===== src/rtl/fp_addsub_sched_pkg.sv =====
// Shared types and encodings for the add/sub scheduler.
// Imported by the arbiter, the interface and the scheduler top.
package fp_sched_pkg;

  localparam int DATA_W = 32;

  typedef enum logic [1:0] {
    IDLE  = 2'd0,
    ISSUE = 2'd1,
    RESP  = 2'd2
  } state_t;

  localparam logic OP_ADD = 1'b0;
  localparam logic OP_SUB = 1'b1;

  localparam logic REQ0 = 1'b0;
  localparam logic REQ1 = 1'b1;

endpackage


===== src/rtl/fp_addsub_sched_if.sv =====
// Bundle of requester, shared-unit and response signals.
// master is the scheduler side, slave is the surrounding system.
interface fp_addsub_sched_if;
  import fp_sched_pkg::*;

  logic              req0_valid;
  logic              req0_ready;
  logic [DATA_W-1:0] req0_a;
  logic [DATA_W-1:0] req0_b;
  logic              req0_op;

  logic              req1_valid;
  logic              req1_ready;
  logic [DATA_W-1:0] req1_a;
  logic [DATA_W-1:0] req1_b;
  logic              req1_op;

  logic [DATA_W-1:0] au_a;
  logic [DATA_W-1:0] au_b;
  logic              au_sign;
  logic [DATA_W-1:0] au_result;
  logic              au_exception;

  logic              resp_valid;
  logic              resp_ready;
  logic [DATA_W-1:0] resp_result;
  logic              resp_id;
  logic              resp_exception;
  logic              busy;

  modport master (
    input  req0_valid, req0_a, req0_b, req0_op,
    input  req1_valid, req1_a, req1_b, req1_op,
    input  au_result, au_exception, resp_ready,
    output req0_ready, req1_ready,
    output au_a, au_b, au_sign,
    output resp_valid, resp_result, resp_id,
    output resp_exception, busy
  );

  modport slave (
    output req0_valid, req0_a, req0_b, req0_op,
    output req1_valid, req1_a, req1_b, req1_op,
    output au_result, au_exception, resp_ready,
    input  req0_ready, req1_ready,
    input  au_a, au_b, au_sign,
    input  resp_valid, resp_result, resp_id,
    input  resp_exception, busy
  );

endinterface


===== src/rtl/fp_addsub_sched_rr_arb2.sv =====
// Two-way round-robin arbiter, purely combinational.
// ptr names the requester that wins a tie.
module rr_arb2
  import fp_sched_pkg::*;
(
  input  logic [1:0] valid,
  input  logic       ptr,
  output logic [1:0] grant,
  output logic       winner
);

  assign grant[0] = valid[0] & (~valid[1] | (ptr == REQ0));
  assign grant[1] = valid[1] & (~valid[0] | (ptr == REQ1));
  assign winner   = grant[1] ? REQ1 : REQ0;

endmodule


===== src/rtl/fp_addsub_sched.sv =====
// Shares one combinational add/sub unit between two requesters,
// one operation in flight, result returned on a valid/ready channel.
module fp_addsub_sched
  import fp_sched_pkg::*;
#(
  parameter int SETTLE_CYC = 2,
  parameter int W          = 32
) (
  input logic                clk,
  input logic                rst,
  fp_addsub_sched_if.master  bus
);

  state_t         state;
  logic [3:0]     cnt;
  logic           rr_ptr;
  logic           id_reg;
  logic [1:0]     grant;
  logic           winner;
  logic           idle;
  logic           take;
  logic [W-1:0]   a_sel;
  logic [W-1:0]   b_sel;
  logic           op_sel;

  logic [W-1:0]   au_a_q;
  logic [W-1:0]   au_b_q;
  logic           au_sign_q;
  logic           resp_valid_q;
  logic [W-1:0]   resp_result_q;
  logic           resp_id_q;
  logic           resp_exc_q;
  logic           busy_q;

  rr_arb2 u_arb (
    .valid  ({bus.req1_valid, bus.req0_valid}),
    .ptr    (rr_ptr),
    .grant  (grant),
    .winner (winner)
  );

  assign idle           = (state == IDLE);
  assign take           = idle & (|grant);
  assign bus.req0_ready = idle & grant[0];
  assign bus.req1_ready = idle & grant[1];

  assign a_sel  = winner ? bus.req1_a  : bus.req0_a;
  assign b_sel  = winner ? bus.req1_b  : bus.req0_b;
  assign op_sel = winner ? bus.req1_op : bus.req0_op;

  always_ff @(posedge clk or posedge rst) begin
    if (rst) begin
      state         <= IDLE;
      cnt           <= '0;
      rr_ptr        <= REQ0;
      id_reg        <= REQ0;
      au_a_q        <= '0;
      au_b_q        <= '0;
      au_sign_q     <= OP_ADD;
      resp_valid_q  <= 1'b0;
      resp_result_q <= '0;
      resp_id_q     <= REQ0;
      resp_exc_q    <= 1'b0;
      busy_q        <= 1'b0;
    end else begin
      unique case (state)
        IDLE: begin
          if (take) begin
            au_a_q    <= a_sel;
            au_b_q    <= b_sel;
            au_sign_q <= op_sel;
            id_reg    <= winner;
            rr_ptr    <= ~winner;
            cnt       <= 4'(SETTLE_CYC - 1);
            state     <= ISSUE;
            busy_q    <= 1'b1;
          end
        end
        ISSUE: begin
          // Operands have settled on the unit once cnt runs out.
          if (cnt == 4'd0) begin
            resp_result_q <= bus.au_result;
            resp_exc_q    <= bus.au_exception;
            resp_id_q     <= id_reg;
            resp_valid_q  <= 1'b1;
            state         <= RESP;
          end else begin
            cnt <= cnt - 4'd1;
          end
        end
        RESP: begin
          if (bus.resp_ready) begin
            resp_valid_q <= 1'b0;
            state        <= IDLE;
            busy_q       <= 1'b0;
          end
        end
        default: begin
          state  <= IDLE;
          busy_q <= 1'b0;
        end
      endcase
    end
  end

  assign bus.au_a           = au_a_q;
  assign bus.au_b           = au_b_q;
  assign bus.au_sign        = au_sign_q;
  assign bus.resp_valid     = resp_valid_q;
  assign bus.resp_result    = resp_result_q;
  assign bus.resp_id        = resp_id_q;
  assign bus.resp_exception = resp_exc_q;
  assign bus.busy           = busy_q;

endmodule


===== src/flat_wrapper.sv =====
// flat-port wrapper written by rule: the top's interface ports become plain ports
module fp_addsub_sched_flat import fp_sched_pkg::*;
#(
  parameter int SETTLE_CYC = 2,
  parameter int W          = 32
)
  (clk, rst, bus_req0_valid, bus_req0_a, bus_req0_b, bus_req0_op, bus_req1_valid, bus_req1_a, bus_req1_b, bus_req1_op, bus_au_result, bus_au_exception, bus_resp_ready, bus_req0_ready, bus_req1_ready, bus_au_a, bus_au_b, bus_au_sign, bus_resp_valid, bus_resp_result, bus_resp_id, bus_resp_exception, bus_busy);
  fp_addsub_sched_if bus_i ();
  input logic clk;
  input logic rst;
  input wire logic [$bits(bus_i.req0_valid)-1:0] bus_req0_valid;
  input wire logic [$bits(bus_i.req0_a)-1:0] bus_req0_a;
  input wire logic [$bits(bus_i.req0_b)-1:0] bus_req0_b;
  input wire logic [$bits(bus_i.req0_op)-1:0] bus_req0_op;
  input wire logic [$bits(bus_i.req1_valid)-1:0] bus_req1_valid;
  input wire logic [$bits(bus_i.req1_a)-1:0] bus_req1_a;
  input wire logic [$bits(bus_i.req1_b)-1:0] bus_req1_b;
  input wire logic [$bits(bus_i.req1_op)-1:0] bus_req1_op;
  input wire logic [$bits(bus_i.au_result)-1:0] bus_au_result;
  input wire logic [$bits(bus_i.au_exception)-1:0] bus_au_exception;
  input wire logic [$bits(bus_i.resp_ready)-1:0] bus_resp_ready;
  output wire logic [$bits(bus_i.req0_ready)-1:0] bus_req0_ready;
  output wire logic [$bits(bus_i.req1_ready)-1:0] bus_req1_ready;
  output wire logic [$bits(bus_i.au_a)-1:0] bus_au_a;
  output wire logic [$bits(bus_i.au_b)-1:0] bus_au_b;
  output wire logic [$bits(bus_i.au_sign)-1:0] bus_au_sign;
  output wire logic [$bits(bus_i.resp_valid)-1:0] bus_resp_valid;
  output wire logic [$bits(bus_i.resp_result)-1:0] bus_resp_result;
  output wire logic [$bits(bus_i.resp_id)-1:0] bus_resp_id;
  output wire logic [$bits(bus_i.resp_exception)-1:0] bus_resp_exception;
  output wire logic [$bits(bus_i.busy)-1:0] bus_busy;
  assign bus_i.req0_valid = bus_req0_valid;
  assign bus_i.req0_a = bus_req0_a;
  assign bus_i.req0_b = bus_req0_b;
  assign bus_i.req0_op = bus_req0_op;
  assign bus_i.req1_valid = bus_req1_valid;
  assign bus_i.req1_a = bus_req1_a;
  assign bus_i.req1_b = bus_req1_b;
  assign bus_i.req1_op = bus_req1_op;
  assign bus_i.au_result = bus_au_result;
  assign bus_i.au_exception = bus_au_exception;
  assign bus_i.resp_ready = bus_resp_ready;
  assign bus_req0_ready = bus_i.req0_ready;
  assign bus_req1_ready = bus_i.req1_ready;
  assign bus_au_a = bus_i.au_a;
  assign bus_au_b = bus_i.au_b;
  assign bus_au_sign = bus_i.au_sign;
  assign bus_resp_valid = bus_i.resp_valid;
  assign bus_resp_result = bus_i.resp_result;
  assign bus_resp_id = bus_i.resp_id;
  assign bus_resp_exception = bus_i.resp_exception;
  assign bus_busy = bus_i.busy;
  fp_addsub_sched #(.SETTLE_CYC(SETTLE_CYC), .W(W)) u_core (.clk(clk), .rst(rst), .bus(bus_i));
endmodule

===== config.mk =====
export PLATFORM = sky130hd
export DESIGN_NAME = fp_addsub_sched_flat
export DESIGN_NICKNAME = d
export VERILOG_FILES = /design/src/rtl/fp_addsub_sched_pkg.sv /design/src/rtl/fp_addsub_sched_if.sv /design/src/rtl/fp_addsub_sched_rr_arb2.sv /design/src/rtl/fp_addsub_sched.sv /design/src/flat_wrapper.sv
export SDC_FILE = /design/constraint.sdc
export NUM_CORES = 1
export LEC_CHECK = 0
export CAP_MARGIN = 10
export CELL_PAD_IN_SITES_DETAIL_PLACEMENT = 1
export CELL_PAD_IN_SITES_GLOBAL_PLACEMENT = 2
export CORE_MARGIN = 2
export CORE_UTILIZATION = 26
export CTS_BUF_LIST = sky130_fd_sc_hd__clkbuf_4
export DETAILED_ROUTE_END_ITERATION = 7
export PLACE_DENSITY = 0.95
export SYNTH_ARGS = -nofsm -noshare
export SYNTH_HDL_FRONTEND = slang
export SYNTH_SLANG_ARGS = --single-unit

===== constraint.sdc =====
create_clock -name clk -period 8.2 [get_ports clk]
set_clock_uncertainty 0.05 [all_clocks]
set_input_delay 1.64 -clock clk [delete_from_list [all_inputs] [get_ports clk]]
set_output_delay 1.64 -clock clk [all_outputs]
set_load 0.01 [all_outputs]

==> impl_metrics.csv, run 1 <==
group,metric,value,unit
status,status,"finished clean",
clock_tree,clk_latency,0.46,ns
sta,final-setup-viol-count,0,
routing,wire_per_inst,18.8,um
setup_path,cp_cell_sequence,"clkdlybuf4s50_1, inv_1, nor3_4, buf_4, clkdlybuf4s50_1",
routing,first_pass_iters,4,
placed_design,pre_cts_slack,2.42,ns
cells_and_area,multi_input_area,1940,um^2
power_and_ir_drop,power-per-cell-area,355,nW/um^2
floorplanning,coreArea,18600,um^2
floorplanning,die_h,141,um
routing,top_layer_used,"met4",
placed_design,dp_cells,843,
floorplanning,dieArea,19900,um^2
placed_design,placed_area,7710,um^2
setup_path,arrival,4.08,ns
cells_and_area,syn2layout_area_growth,62.0,%
cells_and_area,post-route-util,0.425,
clock_tree,postCtsResizedCells,0,
grt,grt_pass1_wl,25700,um
routing,met1_length,6600,um
cells_and_area,layout-drive-gt1-share,0.0990,
routing,drt-total-wl,16100,um
grt,antenna_found_initial,0,
routing,vias_per_cell,4.99,
synthesis,synthArstFlopShare,1.00,
synthesis,synth.avg_cell_area,13.3,um^2
synthesis,syn_nets,538,
routing,drtIter0Drc,260,
routing,ant_nets,0,
sta,worst_pin_slew,0.759,ns
setup_path,path_common_cell,"clkdlybuf4s50_1",
synthesis,yosys_warnings,0,
power_and_ir_drop,p_leak,3.30,nW
cells_and_area,n_fill_cell,1974,
sta,finalWorstSetupSlack,2.43,ns
clock_tree,post-cts-setup-buffers,0,
clock_tree,cts_root_buf,"clkbuf_4",
synthesis,ys_ff_latch,109,
routing,vias,4291,
sta,min_period_over_period,0.703,
power_and_ir_drop,pwr-share-seq,0.345,
floorplanning,die_width,141,um
sta,slew_headroom,0.494,
power_and_ir_drop,p_sw,0.000971,W
cells_and_area,final_cell_area,7900,um^2
sta,fmax,173,MHz
sta,drv_slew,0,
cells_and_area,layoutNonFillerInstCount,860,
power_and_ir_drop,vdd_ir_drop_max,137,uV
clock_tree,cts_buffers,9,
grt,grt_util_all_layers,0.162,
setup_path,critPathMaxStageDelay,0.71,ns
placed_design,io_buffers,270,
clock_tree,cts_tree,"done",
floorplanning,io_pins,271,
synthesis,synth_edf_count,0,
grt,grt-ovfl-total,0,
setup_path,worstSetupStartpointType,"input port",
clock_tree,ctsHoldBuffers,0,
sta,hold_viol,0,
grt,grt_pass1_vias,4751,
placed_design,place_hpwl,11600,um
power_and_ir_drop,netSwitchingFraction,0.346,
clock_tree,clockBufferDepth,2,
power_and_ir_drop,p_comb_frac,0.544,
sta,rsz0062_at_grt,"false",
routing,route.detailed.drc,0,
synthesis,syn_area,4880,um^2
floorplanning,rows,50,
clock_tree,cts-htree-levels,3,
flow_run,cap_violations,0,
synthesis,synth_cell_types,34,
synthesis,synthFlopType,"dfrtp_1",
cells_and_area,n_antenna_cell,0,
setup_path,slowest_stage,"clkdlybuf4s50_1",
sta,fin_setup_tns,0,ns
sta,final.min_clock_period,5.77,ns
setup_path,worstPathRequired,6.51,ns
placed_design,gp_congestion,0.792,
floorplanning,start_util,0.262,
synthesis,syn_inst,368,
cells_and_area,regArea,2730,um^2
grt,grt_max_degree,71,
worst_hold_path,min_path_type,"register to register",
synthesis,ys_seq_area_frac,0.559,
clock_tree,clkSinkCount,109,
clock_tree,clkTransAtPathRegs,0.16,ns
power_and_ir_drop,clockPowerShare,0.111,
setup_path,endpoint_kind,"output pin",
setup_path,setup.worst_path.class,"input port to output pin",
power_and_ir_drop,p_int,0.00183,W
routing,met2_length,7910,um
setup_path,path_max_fanout,59,
cells_and_area,final_nets,791,
routing,met3WireLength,1340,um
[worst max-delay path: cells and delay by family]
family	cells	cell delay [ns]
buf+inv	4	2.18
simple gates	1	0.23
[per-stage QoR]
step                      hold WS (ns)  power [W]
after floorplan                  0.400    0.00177
after global placement           0.420    0.00246
after detailed placement         0.422    0.00252
after CTS                        0.460    0.00285
after global routing             0.486    0.00299
final                            0.453    0.00280
[area by class of cell]
type | count | share of cell area
timing repair buffer | 275 | 0.348
clock buffer | 11 | 0.0105
sequential | 109 | 0.345
clock inverter | 5 | 0.0106
multi-input combinational | 220 | 0.245
tap | 234 | 0.0371
inverter | 6 | 0.00317
[kinds of logic (layout without fill, tap and decap cells)]
logic type,after synthesis,after routing,synth area share
flip-flops,109,109,0.559
adder cells (fa/ha/maj),2,2,0.00513
AO/OA/AOI/OAI,150,150,0.249
AND/OR/NAND/NOR,32,32,0.0351
multiplexers,36,36,0.105
buffers and inverters,39,297,0.0467
[cells in the mapped netlist, types with 2 or more instances]
| master | n | area share |
|---|---|---|
| buf_2 | 11 | 0.011 |
| clkbuf_1 | 14 | 0.011 |
| nand3_1 | 9 | 0.0092 |
| ha_1 | 2 | 0.0051 |
| or2_1 | 2 | 0.0026 |
| buf_4 | 3 | 0.0046 |
| o21ai_0 | 11 | 0.011 |
| a221o_1 | 57 | 0.12 |
| nor2_1 | 5 | 0.0038 |
| a21boi_0 | 58 | 0.089 |
| buf_12 | 3 | 0.012 |
| and2b_1 | 2 | 0.0031 |
| a21oi_1 | 10 | 0.010 |
| mux2i_1 | 2 | 0.0041 |
| dfrtp_1 | 109 | 0.56 |
| a31oi_1 | 8 | 0.010 |
| mux2_2 | 5 | 0.012 |
| nand2_1 | 9 | 0.0069 |
| inv_1 | 5 | 0.0038 |
| mux2_4 | 29 | 0.089 |
[power by group through the flow]
| stage | Clock (W) | Sequential, W | Combinational (W) |
|---|---|---|---|
| CTS | 0.000330 | 0.000972 | 0.00154 |
| global placement | 0 | 0.000962 | 0.00150 |
| detailed placement | 0 | 0.000976 | 0.00154 |
| global route | 0.000348 | 0.00100 | 0.00164 |
| floorplan | 0 | 0.00106 | 0.000704 |
| finish | 0.000311 | 0.000968 | 0.00153 |
[final timing paths]
kind,endpoint,slack [ns],cells past startpoint,start
setup / recovery,bus_req1_ready,2.43,5,bus_req1_valid
setup reg to reg,u_core.bus.au_b[9],5.75,6,u_core.state[0]
hold reg to reg,u_core.bus.busy,0.45,2,u_core.bus.busy
min in group asynchronous,u_core.bus.resp_result[12],1.56,2,rst
hold / removal,u_core.bus.busy,0.45,2,u_core.bus.busy
max in group asynchronous,u_core.bus.resp_result[4],5.33,3,rst
[layer usage]
metal	up-vias	GRT usage
met5	-	0
met4	0	0.0479
met3	21	0.0560
met2	203	0.272
met1	2151	0.199
li1	1916	-
[layout by cell type, fill, tap and decap left out, types with 2 or more instances in the layout]
master,count
clkdlybuf4s50_1,270
dfrtp_1,109
a21boi_0,58
a221o_1,57
mux2_4,29
o21ai_0,11
clkbuf_4,11
a21oi_1,10
nand2_1,9
nand3_1,9
a31oi_1,8
mux2_2,5
nor2_1,4
inv_1,4
buf_4,4
and2b_1,2
mux2i_1,2
ha_1,2
clkinvlp_4,2
bufinv_16,2
No activity file was read; power rests on OpenSTA's default activity.
==> run 2: changes to the inputs <==
--- a/config.mk
+++ b/config.mk
@@ -9,10 +9,10 @@
 export CELL_PAD_IN_SITES_DETAIL_PLACEMENT = 1
 export CELL_PAD_IN_SITES_GLOBAL_PLACEMENT = 2
 export CORE_MARGIN = 2
-export CORE_UTILIZATION = 26
+export CORE_UTILIZATION = 22
 export CTS_BUF_LIST = sky130_fd_sc_hd__clkbuf_4
 export DETAILED_ROUTE_END_ITERATION = 7
-export PLACE_DENSITY = 0.95
+export PLACE_DENSITY = 0.87
 export SYNTH_ARGS = -nofsm -noshare
 export SYNTH_HDL_FRONTEND = slang
 export SYNTH_SLANG_ARGS = --single-unit
==> constraint.sdc (replaced) <==
create_clock -name clk -period 4.7 [get_ports clk]
set_clock_uncertainty 0.05 [all_clocks]
set_input_delay 0.94 -clock clk [delete_from_list [all_inputs] [get_ports clk]]
set_output_delay 0.94 -clock clk [all_outputs]
set_load 0.01 [all_outputs]
==> impl_metrics.csv, run 2 (same netlist as run 1, synthesis figures left out) <==
group,metric,value,unit
clock_tree,ctsHoldBuffers,0,
floorplanning,dieArea,23400,um^2
clock_tree,clk_latency,0.46,ns
sta,rsz0062_at_grt,"false",
setup_path,setup.worst_path.class,"input port to output pin",
floorplanning,coreArea,21800,um^2
power_and_ir_drop,p_sw,0.00172,W
sta,final-setup-viol-count,0,
routing,first_pass_iters,4,
setup_path,path_common_cell,"clkdlybuf4s50_1",
setup_path,critPathMaxStageDelay,0.70,ns
worst_hold_path,min_path_type,"register to register",
grt,grt_pass1_wl,26400,um
cells_and_area,syn2layout_area_growth,62.5,%
floorplanning,io_pins,271,
routing,route.detailed.drc,0,
sta,slew_headroom,0.513,
clock_tree,postCtsResizedCells,0,
clock_tree,clkSinkCount,109,
sta,drv_slew,0,
sta,worst_pin_slew,0.731,ns
cells_and_area,layoutNonFillerInstCount,907,
cells_and_area,layout-drive-gt1-share,0.0974,
routing,drt-total-wl,16500,um
power_and_ir_drop,clockPowerShare,0.095,
routing,vias,4238,
power_and_ir_drop,p_leak,3.29,nW
setup_path,cp_cell_sequence,"clkdlybuf4s50_1, inv_1, nor3_4, clkdlybuf4s50_1",
cells_and_area,n_fill_cell,2373,
sta,min_period_over_period,0.788,
grt,grt_util_all_layers,0.140,
placed_design,pre_cts_slack,1.02,ns
floorplanning,die_width,153,um
clock_tree,cts_buffers,9,
routing,wire_per_inst,18.2,um
setup_path,slowest_stage,"clkdlybuf4s50_1",
cells_and_area,layout_commonest_cell,"clkdlybuf4s50_1",
sta,fmax,270,MHz
cells_and_area,final_nets,791,
floorplanning,start_util,0.223,
clock_tree,post-cts-setup-buffers,0,
sta,fin_setup_tns,0,ns
clock_tree,clockBufferDepth,2,
status,status,"finished clean",
setup_path,worstPathRequired,3.71,ns
power_and_ir_drop,p_comb_frac,0.558,
grt,antenna_found_initial,1,
power_and_ir_drop,power,0.00481,W
sta,hold_viol,0,
sta,finalWorstSetupSlack,0.994,ns
routing,vias_per_cell,4.67,
floorplanning,rows,54,
floorplanning,die_h,153,um
power_and_ir_drop,vdd_ir_drop_max,224,uV
setup_path,path_max_fanout,12,
placed_design,gp_congestion,0.746,
placed_design,dp_cells,890,
flow_run,cap_violations,0,
power_and_ir_drop,p_int,0.00309,W
clock_tree,cts_root_buf,"clkbuf_4",
grt,grt_max_degree,70,
setup_path,worstSetupStartpointType,"input port",
setup_path,arrival,2.72,ns
sta,final.min_clock_period,3.71,ns
power_and_ir_drop,netSwitchingFraction,0.357,
routing,drtIter0Drc,191,
grt,grt-ovfl-total,0,
placed_design,place_hpwl,11700,um
power_and_ir_drop,power-per-cell-area,606,nW/um^2
clock_tree,clkTransAtPathRegs,0.17,ns
setup_path,endpoint_kind,"output pin",
cells_and_area,layout_common_cells,"clkdlybuf4s50_1 (270), dfrtp_1 (109), a21boi_0 (58)",
placed_design,io_buffers,270,
clock_tree,cts_tree,"done",
clock_tree,cts-htree-levels,3,
routing,ant_nets,0,
grt,grt_pass1_vias,4664,
power_and_ir_drop,pwr-share-seq,0.347,
[run 2: changes by cell type in the layout (fill, tap and decap cells not counted), sizes merged]
cell / delta
bufinv: -2
clkinv: +3
diode: +1
clkbuf: -1
inv: +2
clkinvlp: -2
[run 2: worst paths after layout]
check	cells past startpoint	end	start	slack, ns
max	4	bus_req1_ready	bus_req1_valid	0.99
min	2	u_core.bus.busy	u_core.bus.busy	0.46
max reg2reg	5	u_core.bus.resp_result[9]	u_core.cnt[0]	2.54
min reg2reg	2	u_core.bus.busy	u_core.bus.busy	0.46
max in group asynchronous	3	u_core.bus.au_a[5]	rst	2.93
min in group asynchronous	2	u_core.bus.resp_result[7]	rst	0.85
[run 2: routing by layer]
layer / track usage / wire length, um
met2: 0.235 / 7980
met1: 0.168 / 6850
met3: 0.0536 / 1380
met5: 0 / 0
met4: 0.0419 / 273
[run 2: critical path: cells and delay by family]
family	cells	cell delay, ns
and+or+nand+nor	1	0.24
buffers and inverters	3	1.52
[run 2: per-stage QoR]
| step | hold WS, ns | util | cell area [um^2] |
|---|---|---|---|
| after floorplan | 0.400 | - | 4880 |
| after global placement | 0.418 | 0.358 | 7800 |
| after detailed placement | 0.425 | 0.358 | 7800 |
| after CTS | 0.468 | 0.363 | 7930 |
| after global routing | 0.480 | 0.363 | 7930 |
| final | 0.461 | 0.363 | 7930 |
[run 2: power groups by stage]
stage                     clock network (W)  registers (W)  logic (W)
final                              0.000456        0.00167    0.00268
after global routing               0.000523        0.00174    0.00289
after CTS                          0.000503        0.00168    0.00273
after detailed placement                  0        0.00169    0.00271
after global placement                    0        0.00166    0.00267
after floorplan                           0        0.00185    0.00123
[run 2: layout make-up]
| cell class | instances | area [um^2] | area share |
|---|---|---|---|
| clock inverter | 6 | 46.3 | 0.00584 |
| clock buffer | 10 | 75.1 | 0.00947 |
| multi-input combinational | 220 | 1940 | 0.244 |
| tap | 280 | 350 | 0.0442 |
| timing repair buffer | 275 | 2770 | 0.349 |
| antenna | 1 | 2.50 | 0.000316 |
| sequential | 109 | 2730 | 0.344 |
| inverter | 6 | 25.0 | 0.00316 |
==> run 3: changes to the inputs <==
==> constraint.sdc (replaced) <==
create_clock -name clk -period 3.4 [get_ports clk]
set_clock_uncertainty 0.05 [all_clocks]
set_input_delay 0.68 -clock clk [delete_from_list [all_inputs] [get_ports clk]]
set_output_delay 0.68 -clock clk [all_outputs]
set_load 0.01 [all_outputs]
==> impl_metrics.csv, run 3 (same netlist as run 1, synthesis figures left out) <==
group,metric,value,unit
sta,hold_viol,0,
clock_tree,clkSinkCount,109,
sta,finalWorstSetupSlack,0.513,ns
grt,grt_pass1_vias,4685,
floorplanning,die_h,153,um
placed_design,gp_congestion,0.790,
power_and_ir_drop,p_leak,3.30,nW
routing,route.detailed.drc,0,
sta,min_period_over_period,0.849,
sta,worst_pin_slew,0.714,ns
placed_design,place_hpwl,11700,um
clock_tree,clockBufferDepth,2,
sta,rsz0062_at_grt,"false",
clock_tree,clkTransAtPathRegs,0.16,ns
routing,first_pass_iters,4,
worst_hold_path,min_path_type,"register to register",
sta,fin_setup_tns,0,ns
grt,grt_max_degree,110,
cells_and_area,n_antenna_cell,0,
sta,slew_headroom,0.524,
setup_path,path_max_fanout,9,
setup_path,endpoint_kind,"output pin",
clock_tree,post-cts-setup-buffers,0,
floorplanning,io_pins,271,
floorplanning,coreArea,21800,um^2
flow_run,cap_violations,0,
placed_design,io_buffers,270,
setup_path,worstPathRequired,2.67,ns
grt,grt_pass1_wl,25700,um
routing,vias_per_cell,4.62,
grt,grt-ovfl-total,0,
clock_tree,ctsHoldBuffers,0,
clock_tree,postCtsResizedCells,0,
sta,fmax,346,MHz
power_and_ir_drop,vdd_ir_drop_max,310,uV
grt,antenna_found_initial,0,
routing,drtIter0Drc,146,
cells_and_area,layout_commonest_cell,"clkdlybuf4s50_1",
routing,ant_nets,0,
sta,final.min_clock_period,2.89,ns
routing,vias,4192,
cells_and_area,syn2layout_area_growth,63.5,%
sta,final-setup-viol-count,0,
cells_and_area,layout_common_cells,"clkdlybuf4s50_1 (270), dfrtp_1 (109), a21boi_0 (58)",
setup_path,arrival,2.16,ns
floorplanning,rows,54,
placed_design,pre_cts_slack,0.525,ns
grt,grt_util_all_layers,0.138,
sta,drv_slew,0,
setup_path,setup.worst_path.class,"input port to output pin",
floorplanning,start_util,0.223,
floorplanning,dieArea,23400,um^2
clock_tree,cts_buffers,9,
clock_tree,clk_latency,0.47,ns
clock_tree,cts-htree-levels,3,
routing,drt-total-wl,16300,um
cells_and_area,final_nets,792,
routing,wire_per_inst,17.9,um
clock_tree,cts_root_buf,"clkbuf_4",
setup_path,worstSetupStartpointType,"input port",
status,status,"finished clean",
floorplanning,die_width,153,um
cells_and_area,layout-drive-gt1-share,0.0989,
power_and_ir_drop,power-per-cell-area,848,nW/um^2
clock_tree,cts_tree,"done",
## run 3: changes by cell type in the layout (fill, tap and decap cells not counted)
cell / change
clkinv_2: -1
inv_6: -2
buf_4: +1
diode_2: -1
bufinv_16: +2
clkinvlp_4: +3
inv_8: -1
inv_4: -1
## run 3: power by group
part           internal (W)  switching (W)
clock              0.000306       0.000452
sequential          0.00194       0.000364
combinational       0.00216        0.00154
## run 3: area by class of cell
| type | count | area [um^2] |
|---|---|---|
| inverters | 6 | 26.3 |
| repair buffers | 276 | 2770 |
| well taps | 280 | 350 |
| clock buffers | 10 | 75.1 |
| clock inverters | 6 | 87.6 |
| fillers | 2365 | 13800 |
| flip-flops and latches | 109 | 2730 |
| multi-input cells | 220 | 1940 |
## run 3: critical path, cell delays in order
cell and delay, ns:
clkdlybuf4s50_1 0.48, and2b_1 0.29, nor3_4 0.15, clkdlybuf4s50_1 0.57
## run 3: stage by stage
stage / instances / area (um^2) / hold slack, ns / util / total power (W)
floorplan: 368 / 4880 / 0.400 / - / 0.00426
global placement: 891 / 7810 / 0.415 / 0.358 / 0.00599
finish: 907 / 7980 / 0.450 / 0.365 / 0.00676
global route: 907 / 7980 / 0.497 / 0.365 / 0.00722
CTS: 907 / 7980 / 0.458 / 0.365 / 0.00688
detailed placement: 891 / 7810 / 0.421 / 0.358 / 0.00608
## run 3: final timing paths
kind                                       from                         to  slack [ns]  cells past startpoint
worst max register to register    u_core.cnt[0]  u_core.bus.resp_result[5]        1.25                      5
worst min register to register  u_core.bus.busy            u_core.bus.busy        0.45                      2
min in group asynchronous                   rst         u_core.bus.au_b[7]        0.66                      3
worst min-delay path            u_core.bus.busy            u_core.bus.busy        0.45                      2
worst max-delay path             bus_req0_valid             bus_req1_ready        0.51                      4
max in group asynchronous                   rst              u_core.cnt[1]        2.19                      3
## run 3: layer usage
metal / up-vias / part of all wire / track usage
li1: 1916 / - / -
met4: 0 / 0.022 / 0.0507
met1: 2064 / 0.40 / 0.161
met5: - / 0 / 0
met3: 19 / 0.078 / 0.0468
met2: 193 / 0.50 / 0.236
